[config.mk]
export PLATFORM = sky130hd
export DESIGN_NAME = ps2_kbd_ctrl
export DESIGN_NICKNAME = d
export VERILOG_FILES = /design/src/rtl/ps2_kbd_pkg.sv /design/src/rtl/ps2_frame_rx.sv /design/src/rtl/ps2_kbd_ctrl.sv
export SDC_FILE = /design/constraint.sdc
export NUM_CORES = 1
export LEC_CHECK = 0
export BUFFER_PORTS_ARGS = -buffer_cell sky130_fd_sc_hd__buf_2
export CORE_MARGIN = 2
export CORE_UTILIZATION = 59
export CTS_CLUSTER_DIAMETER = 50
export DETAILED_ROUTE_END_ITERATION = 10
export GPL_ROUTABILITY_DRIVEN = 0
export PLACE_DENSITY = 0.74
export SETUP_SLACK_MARGIN = 0.05
export SKIP_LAST_GASP = 1
export SLEW_MARGIN = 40
export SYNTH_ARGS = -nofsm -noshare
export SYNTH_HDL_FRONTEND = slang
export SYNTH_SLANG_ARGS = --single-unit
[constraint.sdc]
create_clock -name Clk -period 3 [get_ports Clk]
set_input_delay 0.6 -clock Clk [delete_from_list [all_inputs] [get_ports Clk]]
set_output_delay 0.6 -clock Clk [all_outputs]
set_load 0.01 [all_outputs]
[src/rtl/ps2_kbd_pkg.sv]
// Shared types and constants for the PS2 keyboard controller.
//   t_frame_st : receive-frame FSM states (ps2_frame_rx)
//   t_dec_st   : prefix-decoder FSM states (ps2_kbd_ctrl)
//   t_kbd_ev   : one key event as stored in the event FIFO
package ps2_kbd_pkg;

    typedef enum logic [2:0] {
        FR_IDLE,
        FR_START,
        FR_DATA,
        FR_PARITY,
        FR_STOP
    } t_frame_st;

    typedef enum logic [1:0] {
        DEC_BASE,
        DEC_GOT_E0,
        DEC_GOT_F0,
        DEC_GOT_E0F0
    } t_dec_st;

    typedef struct packed {
        logic [7:0] code;
        logic       ext;
        logic       brk;
    } t_kbd_ev;

    localparam logic [7:0] PS2_PFX_EXT = 8'hE0;
    localparam logic [7:0] PS2_PFX_BRK = 8'hF0;

endpackage

[src/rtl/ps2_frame_rx.sv]
// PS2 frame receiver: synchronises the PS2 clock/data pins, detects falling
// edges of the synchronised clock, frames start/8 data/parity/stop bits and
// supervises the gap between clock edges inside a frame.
// Ports:
//   clk, rst_n     system clock, asynchronous active-low reset
//   kbd_clk        PS2 clock pin (asynchronous)
//   kbd_data       PS2 data pin (asynchronous)
//   byte_o         last good byte, valid while byte_vld_o is high
//   byte_vld_o     1-cycle strobe, the cycle after the stop-bit edge
//   frame_err_o    1-cycle pulse on any discarded frame
//   parity_err_o   1-cycle pulse: parity or stop-bit failure
//   timeout_o      1-cycle pulse: mid-frame timeout
//   state_o        current frame FSM state (debug)
module ps2_frame_rx
    import ps2_kbd_pkg::*;
#(
    parameter int TIMEOUT_CYC = 50000,
    parameter int SYNC_STAGES = 2
) (
    input  logic       clk,
    input  logic       rst_n,
    input  logic       kbd_clk,
    input  logic       kbd_data,
    output logic [7:0] byte_o,
    output logic       byte_vld_o,
    output logic       frame_err_o,
    output logic       parity_err_o,
    output logic       timeout_o,
    output t_frame_st  state_o
);

    localparam int TMO_W = $clog2(TIMEOUT_CYC + 1);

    logic [SYNC_STAGES-1:0] clk_sync_q, clk_sync_d;
    logic [SYNC_STAGES-1:0] data_sync_q, data_sync_d;
    logic                   clk_prev_q, clk_prev_d;
    t_frame_st              st_q, st_d;
    logic [2:0]             bit_cnt_q, bit_cnt_d;
    logic [7:0]             shift_q, shift_d;
    logic                   par_q, par_d;
    logic [TMO_W-1:0]       tmo_cnt_q, tmo_cnt_d;
    logic [7:0]             byte_q, byte_d;
    logic                   byte_vld_q, byte_vld_d;
    logic                   frame_err_q, frame_err_d;
    logic                   parity_err_q, parity_err_d;
    logic                   timeout_q, timeout_d;

    logic clk_s;
    logic data_s;
    logic fall;

    assign clk_s  = clk_sync_q[SYNC_STAGES-1];
    assign data_s = data_sync_q[SYNC_STAGES-1];
    assign fall   = clk_prev_q & ~clk_s;

    always_comb begin
        clk_sync_d   = {clk_sync_q[SYNC_STAGES-2:0], kbd_clk};
        data_sync_d  = {data_sync_q[SYNC_STAGES-2:0], kbd_data};
        clk_prev_d   = clk_s;
        st_d         = st_q;
        bit_cnt_d    = bit_cnt_q;
        shift_d      = shift_q;
        par_d        = par_q;
        byte_d       = byte_q;
        byte_vld_d   = 1'b0;
        frame_err_d  = 1'b0;
        parity_err_d = 1'b0;
        timeout_d    = 1'b0;

        // Gap counter restarts on every edge and only runs inside a frame.
        if (st_q == FR_IDLE || fall) begin
            tmo_cnt_d = '0;
        end else begin
            tmo_cnt_d = tmo_cnt_q + TMO_W'(1);
        end

        case (st_q)
            FR_IDLE: begin
                // A falling edge with data high is line noise, not a start bit.
                if (fall && !data_s) begin
                    st_d = FR_START;
                end
            end
            FR_START: begin
                if (fall) begin
                    shift_d   = {data_s, shift_q[7:1]};
                    bit_cnt_d = 3'd1;
                    st_d      = FR_DATA;
                end
            end
            FR_DATA: begin
                if (fall) begin
                    shift_d   = {data_s, shift_q[7:1]};
                    bit_cnt_d = bit_cnt_q + 3'd1;
                    if (bit_cnt_q == 3'd7) begin
                        st_d = FR_PARITY;
                    end
                end
            end
            FR_PARITY: begin
                if (fall) begin
                    par_d = data_s;
                    st_d  = FR_STOP;
                end
            end
            FR_STOP: begin
                if (fall) begin
                    st_d = FR_IDLE;
                    // Odd parity over data+parity, and the stop bit must be high.
                    if (data_s && (^{shift_q, par_q})) begin
                        byte_d     = shift_q;
                        byte_vld_d = 1'b1;
                    end else begin
                        frame_err_d  = 1'b1;
                        parity_err_d = 1'b1;
                    end
                end
            end
            default: st_d = FR_IDLE;
        endcase

        if (st_q != FR_IDLE && !fall && tmo_cnt_q == TMO_W'(TIMEOUT_CYC - 1)) begin
            st_d        = FR_IDLE;
            tmo_cnt_d   = '0;
            frame_err_d = 1'b1;
            timeout_d   = 1'b1;
        end
    end

    always_ff @(posedge clk or negedge rst_n) begin
        if (!rst_n) begin
            // Idle PS2 lines are high; preloading ones avoids a false edge after reset.
            clk_sync_q   <= '1;
            data_sync_q  <= '1;
            clk_prev_q   <= 1'b1;
            st_q         <= FR_IDLE;
            bit_cnt_q    <= '0;
            shift_q      <= '0;
            par_q        <= 1'b0;
            tmo_cnt_q    <= '0;
            byte_q       <= '0;
            byte_vld_q   <= 1'b0;
            frame_err_q  <= 1'b0;
            parity_err_q <= 1'b0;
            timeout_q    <= 1'b0;
        end else begin
            clk_sync_q   <= clk_sync_d;
            data_sync_q  <= data_sync_d;
            clk_prev_q   <= clk_prev_d;
            st_q         <= st_d;
            bit_cnt_q    <= bit_cnt_d;
            shift_q      <= shift_d;
            par_q        <= par_d;
            tmo_cnt_q    <= tmo_cnt_d;
            byte_q       <= byte_d;
            byte_vld_q   <= byte_vld_d;
            frame_err_q  <= frame_err_d;
            parity_err_q <= parity_err_d;
            timeout_q    <= timeout_d;
        end
    end

    assign byte_o       = byte_q;
    assign byte_vld_o   = byte_vld_q;
    assign frame_err_o  = frame_err_q;
    assign parity_err_o = parity_err_q;
    assign timeout_o    = timeout_q;
    assign state_o      = st_q;

endmodule

[src/rtl/ps2_kbd_ctrl.sv]
// PS2 keyboard controller top: receives frames via ps2_frame_rx, folds
// E0/F0 prefixes into key events, queues them in a first-word-fall-through
// FIFO and keeps sticky error flags for the MMIO register file.
// Ports:
//   Clk, RstN                   system clock, asynchronous active-low reset
//   KbdClk, KbdSerialData       PS2 pins (asynchronous)
//   EvPop                       pop head event
//   ClrErr                      clear sticky error bits
//   EvValid/EvCode/EvExt/EvBreak head event (all 0 when FIFO empty)
//   FrameErr                    1-cycle pulse per discarded frame
//   ParityErrSticky, TimeoutSticky, OverflowSticky  sticky error flags
//   FifoCount                   FIFO occupancy
//   DbgFrameSt, DbgDecSt        FSM states (debug)
module ps2_kbd_ctrl
    import ps2_kbd_pkg::*;
#(
    parameter int FIFO_DEPTH  = 8,
    parameter int TIMEOUT_CYC = 50000,
    parameter int SYNC_STAGES = 2
) (
    input  logic                        Clk,
    input  logic                        RstN,
    input  logic                        KbdClk,
    input  logic                        KbdSerialData,
    input  logic                        EvPop,
    input  logic                        ClrErr,
    output logic                        EvValid,
    output logic [7:0]                  EvCode,
    output logic                        EvExt,
    output logic                        EvBreak,
    output logic                        FrameErr,
    output logic                        ParityErrSticky,
    output logic                        TimeoutSticky,
    output logic                        OverflowSticky,
    output logic [$clog2(FIFO_DEPTH):0] FifoCount,
    output t_frame_st                   DbgFrameSt,
    output t_dec_st                     DbgDecSt
);

    localparam int PTR_W = $clog2(FIFO_DEPTH);
    localparam int CNT_W = PTR_W + 1;

    logic [7:0] rx_byte;
    logic       rx_vld;
    logic       rx_frame_err;
    logic       rx_parity_err;
    logic       rx_timeout;

    ps2_frame_rx #(
        .TIMEOUT_CYC (TIMEOUT_CYC),
        .SYNC_STAGES (SYNC_STAGES)
    ) u_rx (
        .clk          (Clk),
        .rst_n        (RstN),
        .kbd_clk      (KbdClk),
        .kbd_data     (KbdSerialData),
        .byte_o       (rx_byte),
        .byte_vld_o   (rx_vld),
        .frame_err_o  (rx_frame_err),
        .parity_err_o (rx_parity_err),
        .timeout_o    (rx_timeout),
        .state_o      (DbgFrameSt)
    );

    t_dec_st          dec_st_q, dec_st_d;
    t_kbd_ev          mem_q [FIFO_DEPTH];
    t_kbd_ev          mem_d [FIFO_DEPTH];
    logic [PTR_W-1:0] wr_ptr_q, wr_ptr_d;
    logic [PTR_W-1:0] rd_ptr_q, rd_ptr_d;
    logic [CNT_W-1:0] count_q, count_d;
    logic             par_st_q, par_st_d;
    logic             tmo_st_q, tmo_st_d;
    logic             ovf_st_q, ovf_st_d;

    logic    push;
    t_kbd_ev push_ev;
    logic    full;
    logic    pop_ok;
    logic    push_ok;
    t_kbd_ev head;

    // Prefix decoder: E0/F0 only move state; any other byte emits one event.
    always_comb begin
        dec_st_d = dec_st_q;
        push     = 1'b0;
        push_ev  = '0;
        if (rx_frame_err) begin
            dec_st_d = DEC_BASE;
        end else if (rx_vld) begin
            if (rx_byte == PS2_PFX_EXT) begin
                dec_st_d = DEC_GOT_E0;
            end else if (rx_byte == PS2_PFX_BRK) begin
                if (dec_st_q == DEC_BASE) begin
                    dec_st_d = DEC_GOT_F0;
                end else if (dec_st_q == DEC_GOT_E0) begin
                    dec_st_d = DEC_GOT_E0F0;
                end
            end else begin
                push         = 1'b1;
                push_ev.code = rx_byte;
                push_ev.ext  = (dec_st_q == DEC_GOT_E0) || (dec_st_q == DEC_GOT_E0F0);
                push_ev.brk  = (dec_st_q == DEC_GOT_F0) || (dec_st_q == DEC_GOT_E0F0);
                dec_st_d     = DEC_BASE;
            end
        end
    end

    // Consumer handshake: EvValid high means the head event is on EvCode/EvExt/
    // EvBreak; EvPop sampled on a clock edge with EvValid high removes it. EvPop
    // while EvValid is low has no effect. A pop frees a slot for a push in the
    // same cycle, so a full FIFO can accept a push together with a pop.
    always_comb begin
        full     = (count_q == CNT_W'(FIFO_DEPTH));
        pop_ok   = EvPop && (count_q != '0);
        push_ok  = push && (!full || pop_ok);
        mem_d    = mem_q;
        wr_ptr_d = wr_ptr_q;
        rd_ptr_d = rd_ptr_q;
        count_d  = count_q;
        if (push_ok) begin
            mem_d[wr_ptr_q] = push_ev;
            wr_ptr_d        = wr_ptr_q + PTR_W'(1);
        end
        if (pop_ok) begin
            rd_ptr_d = rd_ptr_q + PTR_W'(1);
        end
        case ({push_ok, pop_ok})
            2'b10:   count_d = count_q + CNT_W'(1);
            2'b01:   count_d = count_q - CNT_W'(1);
            default: count_d = count_q;
        endcase
        // Setting wins over clearing in the same cycle.
        par_st_d = rx_parity_err | (par_st_q & ~ClrErr);
        tmo_st_d = rx_timeout | (tmo_st_q & ~ClrErr);
        ovf_st_d = (push && full && !pop_ok) | (ovf_st_q & ~ClrErr);
    end

    always_ff @(posedge Clk or negedge RstN) begin
        if (!RstN) begin
            dec_st_q <= DEC_BASE;
            for (int i = 0; i < FIFO_DEPTH; i++) begin
                mem_q[i] <= '0;
            end
            wr_ptr_q <= '0;
            rd_ptr_q <= '0;
            count_q  <= '0;
            par_st_q <= 1'b0;
            tmo_st_q <= 1'b0;
            ovf_st_q <= 1'b0;
        end else begin
            dec_st_q <= dec_st_d;
            mem_q    <= mem_d;
            wr_ptr_q <= wr_ptr_d;
            rd_ptr_q <= rd_ptr_d;
            count_q  <= count_d;
            par_st_q <= par_st_d;
            tmo_st_q <= tmo_st_d;
            ovf_st_q <= ovf_st_d;
        end
    end

    assign head            = mem_q[rd_ptr_q];
    assign EvValid         = (count_q != '0);
    assign EvCode          = EvValid ? head.code : 8'h00;
    assign EvExt           = EvValid & head.ext;
    assign EvBreak         = EvValid & head.brk;
    assign FrameErr        = rx_frame_err;
    assign ParityErrSticky = par_st_q;
    assign TimeoutSticky   = tmo_st_q;
    assign OverflowSticky  = ovf_st_q;
    assign FifoCount       = count_q;
    assign DbgDecSt        = dec_st_q;

endmodule

== Yosys cells after proc, flatten, opt, wreduce, memory -nomap -nowiden ==
Index checks and enable logic that the tools add are counted.
Operators by class
  reductions and logical operators: 32
  equality and inequality tests: 23
  bitwise logic cells: 13
  add/sub/neg operators: 6
  mux-type cells: 43
  order comparisons: 3
Operator list (count)
  bitwise mux 80 bit: 1
  two-way mux 10 bit: 7
  two-way mux 16 bit: 2
  binary-select mux 10 bit (select 3 bit): 1
  demux 10 bit (select 3 bit): 1
  two-way mux 3 bit: 9
  adder 16 x 1 -> 16 bit, second input constant: 1
  == test 16 bit, second input constant: 1
  == test 8 bit, second input constant: 2
  inequality test 3 x 1 -> 1 bit, second input constant: 5
  one-hot mux 3 bit (5 select lines): 1
  two-way mux 1 bit: 12
  two-way mux 2 bit: 6
  adder 3 x 1 -> 3 bit, second input constant: 3
  logical AND 1 bit: 9
  parity 9 bit: 1
  >= comparator 4 bit, second input constant: 2
  two-way mux 8 bit: 1
  NOT 3 -> 4 bit: 2
  one-hot mux 4 bit (2 select lines): 1
  AND 1 bit: 6
  == test 2 bit, second input constant: 3
  == test 3 x 2 -> 1 bit, second input constant: 2
  == test 3 bit, second input constant: 2
  23 further kinds: 39
Word-level totals
  word-level logic and storage cells: 164
  register bits after elaboration: 143
  output and inout port bits: 24
  input bits: 6

== Longest topological paths before layout ==
  depth in word-level cells: 8
  gate-level depth with buffers: 10
  mapped depth without buffers: 9

== Hierarchy ==
From an unflattened synthesis, not the netlist that was laid out.
Second synthesis, totals
  cell total of the unflattened synthesis: 498
  area, all modules: 6739.0 um^2
By module, submodules not included
  ps2_kbd_ctrl: times used 1, seq. area each 2377.3 um^2, cells each 316, area each 4573.1 um^2
  ps2_frame_rx: times used 1, seq. area each 1207.4 um^2, cells each 182, area each 2165.8 um^2

== Worst setup path before layout ==
OpenSTA, ideal clock, no wires.
  path type: reg2reg
  from: reg count_q[1] (netlist: FifoCount[1])
  to: reg count_q[1] (netlist: FifoCount[1])
  clock period less this slack: 2069 ps
  data required time: 2875 ps
  cell stages (with the launch flop): 9
  path buffers: 1
  data arrival time: 1945 ps
  setup time: 125 ps
  slack: 931 ps
  path through: dfrtp_1 clkbuf_2 nor4_1 inv_1 nand2_1 nor2_2 xor2_1 ha_1 mux2_2
Between the ends
  longest elaborated chain between the ends: 6
  elaborated cells between the ends (all ways): 12
  those cells by class: add/sub: 2; eq/ne: 3; mux: 1; reduce/logical: 6
Ends and longest elaborated chain
  start: declaration: line ps2_kbd_ctrl.sv:70  | logic [CNT_W-1:0] count_q, count_d;
  start signal: assignment: line ps2_kbd_ctrl.sv:155  | count_q <= count_d;
  nonzero test 4 bit (*)
  net EvValid: line ps2_kbd_ctrl.sv:27  | output logic EvValid,
  logical AND 1 bit (*): line ps2_kbd_ctrl.sv:114  | pop_ok = EvPop && (count_q != '0);
  logical OR 1 bit: line ps2_kbd_ctrl.sv:115  | push_ok = push && (!full || pop_ok);
  logical AND 1 bit: line ps2_kbd_ctrl.sv:115
  == test 2 x 1 -> 1 bit / == test 2 bit (equally long branches): line ps2_kbd_ctrl.sv:127  | case ({push_ok, pop_ok})
  one-hot mux 4 bit (2 select lines) (*): line ps2_kbd_ctrl.sv:127
  net count_d[1]: line ps2_kbd_ctrl.sv:70
Mark *: on every way through the listed nets, which the timed path passes. The rest lies on a longest branch.
A chain may end at the register's enable or synchronous reset.

== Worst setup path in the final report ==
  from: reg rd_ptr_q[0]
  to: out EvCode[1]
Between the ends
  longest elaborated chain between the ends: 5
Ends and longest elaborated chain
  start: declaration: line ps2_kbd_ctrl.sv:69  | logic [PTR_W-1:0] rd_ptr_q, rd_ptr_d;
  start signal: assignment: line ps2_kbd_ctrl.sv:154  | rd_ptr_q <= rd_ptr_d;
  NOT 3 -> 4 bit (implied by the code): line ps2_kbd_ctrl.sv:162  | assign head = mem_q[rd_ptr_q];
  binary-select mux 10 bit (select 3 bit): line ps2_kbd_ctrl.sv:162
  two-way mux 10 bit (implied by the code) (2 in a row): line ps2_kbd_ctrl.sv:162
  two-way mux 8 bit: line ps2_kbd_ctrl.sv:164  | assign EvCode = EvValid ? head.code : 8'h00;
  end: declaration: line ps2_kbd_ctrl.sv:28  | output logic [7:0] EvCode,
Every way passes these cells. The select of a mux whose other input is x is not followed.

==> results.py <==
metrics = {
    "timing": {
        "rsz0062_at_grt": "false",
        "tightest_slew_ns": 0.784,
        "period_share_pct": 90.2,
        "min_period_ns": 2.71,
        "worst_hold_slack_ns": 0.0864,
        "maxSlewHeadroom_pct": 47.7,
        "hold_viol": 0,
        "maxSlewViolCount": 0,
        "setup_tns_ns": 0,
        "skew_ns": 0.00749,
        "max_freq_ghz": 0.369,
        "setup_viol": 0,
    },
    "place": {
        "dpl_cell_area_um2": 6870,
        "hpwl_um": 8850,
        "io_buffer_count": 29,
    },
    "floorplan": {
        "die_w_um": 109,
        "rows": 38,
        "core_um2": 10800,
        "io_pins": 30,
        "die_h_um": 109,
        "dieArea_um2": 11900,
        "initial_utilization_pct": 60.3,
    },
    "pwr": {
        "p_sw_share_pct": 28.7,
        "seqPwrFrac_pct": 44.4,
        "powerDensity_nw_per_um2": 727,
        "vdd_drop_max_mv": 0.535,
        "power.internal_mw": 3.84,
        "clock_power_share_pct": 35.9,
        "switching_power_mw": 1.55,
        "power.leakage_nw": 3.51,
        "p_comb_share_pct": 19.7,
        "p_total_mw": 5.39,
    },
    "clock_network": {
        "cts_buffers": 17,
        "cts_buffer_depth": 2,
        "h-tree-depth": 4,
        "ctsRootBufferMaster": "clkbuf_8",
        "clkTransAtPathRegs_ns": 0.06,
        "ctsHoldBuffers": 0,
        "cts_tree": "yes",
        "insertion_delay_ns": 0.53,
        "post_cts_buffers": 0,
        "post_cts_resized": 0,
        "cts_sinks": 143,
    },
    "cells_and_area": {
        "nets": 549,
        "area_delta_synth_final_pct": 13.4,
        "fin_util_pct": 68.4,
        "diodes": 0,
        "drive_gt1_share_pct": 34.7,
        "final_area_um2": 7410,
    },
    "detailed_routing": {
        "wl_per_cell_um": 19.3,
        "drt-total-wl_um": 13300,
        "vias_per_cell": 5.86,
        "drc": 0,
        "vias": 4040,
        "first_pass_iters": 4,
        "drtIter0Drc": 289,
        "ant_nets": 0,
    },
    "critical_path": {
        "critPathRequiredTime_ns": 2.40,
        "arrival_ns": 2.11,
        "crit_path_start_kind": "register",
        "critical_path_class": "register to output port",
        "end_kind": "output port",
        "crit_fanout": 22,
    },
    "yosys": {
        "synth.mux.area_fraction_pct": 23.5,
        "yosys-top-cells-area": "dfrtp_1 53%, mux2_2 15%, mux4_2 6.9%, nand2_1 2.4%, xnor2_1 2.1%",
        "yosysWarningCount": 0,
        "synth_compound_area_share_pct": 3.27,
        "synth_ff_type": "dfrtp_1",
        "synth_cell_types": 50,
        "synth-xor-area-share_pct": 4.23,
        "synth_top_family_by_area": "multiplexers",
        "synth_edf_count": 0,
        "ys_async_sr_fraction_pct": 100,
        "synth_top_area_share_pct": 52.8,
        "syn_avg_cell_area_um2": 13.0,
        "synth_fa_ha_area_share_pct": 1.15,
        "synth_seq_cells": 143,
        "synth-simple-area-share_pct": 11.1,
        "netlist_instances": 502,
        "synth_common_cells": "138 x dfrtp_1, 87 x mux2_2, 41 x nand2_1",
        "ys_seq_area_share_pct": 54.8,
        "synth_area_um2": 6540,
        "yosysMostFrequentCell": "dfrtp_1",
        "synth_nets": 514,
        "synth_top_cell_by_area": "dfrtp_1",
    },
    "worst_hold_path": {
        "hold_path.class": "input port to asynchronous set/reset pin",
    },
    "global_routing": {
        "antenna_found_initial": 0,
        "grt_max_degree": 74,
        "grt_pass1_wl_um": 22300,
        "first_global_vias": 4321,
        "gr-total-overflow": 0,
        "grt_usage_pct": 25.4,
    },
    "flow_run": {
        "max-cap-violations": 0,
    },
    "run_status": {
        "status": "completed",
    },
}
[cells by family after synthesis]
logic type	Yosys count
flip-flops	143
buffers and inverters	29
multiplexers	118
adder cells (fa/ha/maj)	6
AO/OA/AOI/OAI	35
AND/OR/NAND/NOR	141
XOR/XNOR	30
[worst max-delay path, cell delays in order, from the launching register on]
cell	delay, ns
dfrtp_1	0.37
buf_12	0.21
mux4_2	0.52
mux2i_1	0.25
nor2_1	0.06
buf_2	0.14
[area by class of cell]
cell class	instances	area [µm²]
well taps	140	175
multi-input cells	330	2840
repair buffers	39	251
fillers	821	3430
clock buffers	26	488
inverters	6	22.5
flip-flops and latches	143	3580
clock inverters	6	57.6
[path summary, 6_finish.rpt]
check,startpoint,to,slack (ns),depth (start not counted)
worst max-delay path,rd_ptr_q[0],EvCode[1],0.29,5
worst min-delay path,RstN,mem_q[31],0.09,1
worst max register to register,u_rx.frame_err_o,mem_q[57],0.58,5
worst min register to register,u_rx.data_sync_q[0],u_rx.data_sync_q[1],0.36,0
max in group asynchronous,RstN,u_rx.clk_prev_q,2.15,2
min in group Clk,KbdSerialData,u_rx.data_sync_q[0],0.18,1
[registers in the layout (all words and copies together) (netlist names)]
signal / flops
u_rx.shift_q: 8
OverflowSticky: 1
u_rx.data_sync_q: 2
u_rx.byte_o: 8
u_rx.frame_err_o: 1
TimeoutSticky: 1
u_rx.timeout_o: 1
FifoCount: 4
u_rx.clk_prev_q: 1
u_rx.state_o: 3
u_rx.bit_cnt_q: 3
wr_ptr_q: 3
u_rx.byte_vld_o: 1
rd_ptr_q: 3
mem_q: 80
u_rx.parity_err_o: 1
ParityErrSticky: 1
u_rx.clk_sync_q: 2
u_rx.par_q: 1
u_rx.tmo_cnt_q: 16
DbgDecSt: 2
[power by group through the flow]
stage	sequential, mW	clock (mW)	combinational (mW)
final	2.39	1.93	1.06
after detailed placement	2.42	0	1.08
after CTS	2.39	1.96	1.09
after floorplan	2.28	0	0.860
after global routing	2.42	2.05	1.18
after global placement	2.41	0	1.03
[placed cells by master (no fill, tap or decap), types with 3 or more instances in the layout]
master     Yosys  final
nor3_1         9      9
dfstp_2        5      5
mux2i_1       11     11
buf_4          0      8
clkbuf_16      0     16
and2_1         6      6
xnor2_1       16     16
nor2_1        36     36
nand3_1       13     13
inv_1          6      6
clkbuf_8       0      5
ha_1           6      6
buf_2          8     28
nor2_2         3      3
o21ai_0       17     17
nand2b_1       4      4
and2_0         4      4
nor4_1         4      3
mux4_2        20     20
clkbuf_1      12      5
clkinv_2       0      4
dfrtp_1      138    138
a21oi_1        7      7
xor2_1        13     13
mux2_2        87     87
nand2_1       41     41
[per-stage QoR]
stage / worst slack (ns) / cells
after global routing: 0.197 / 690
after CTS: 0.270 / 690
after detailed placement: 0.594 / 658
after global placement: 0.678 / 658
final: 0.293 / 690
after floorplan: 0.931 / 502
[per-layer routing]
layer	track usage, %	routed length (µm)	vias up	part of all wire (%)
met2	41.1	6640	78	50
li1	-	-	1845	-
met5	0	0	-	0
met3	7.11	566	25	4.3
met4	8.05	261	0	2.0
met1	33.6	5830	2092	44
Note: power is estimated with default switching activity, not from simulation.
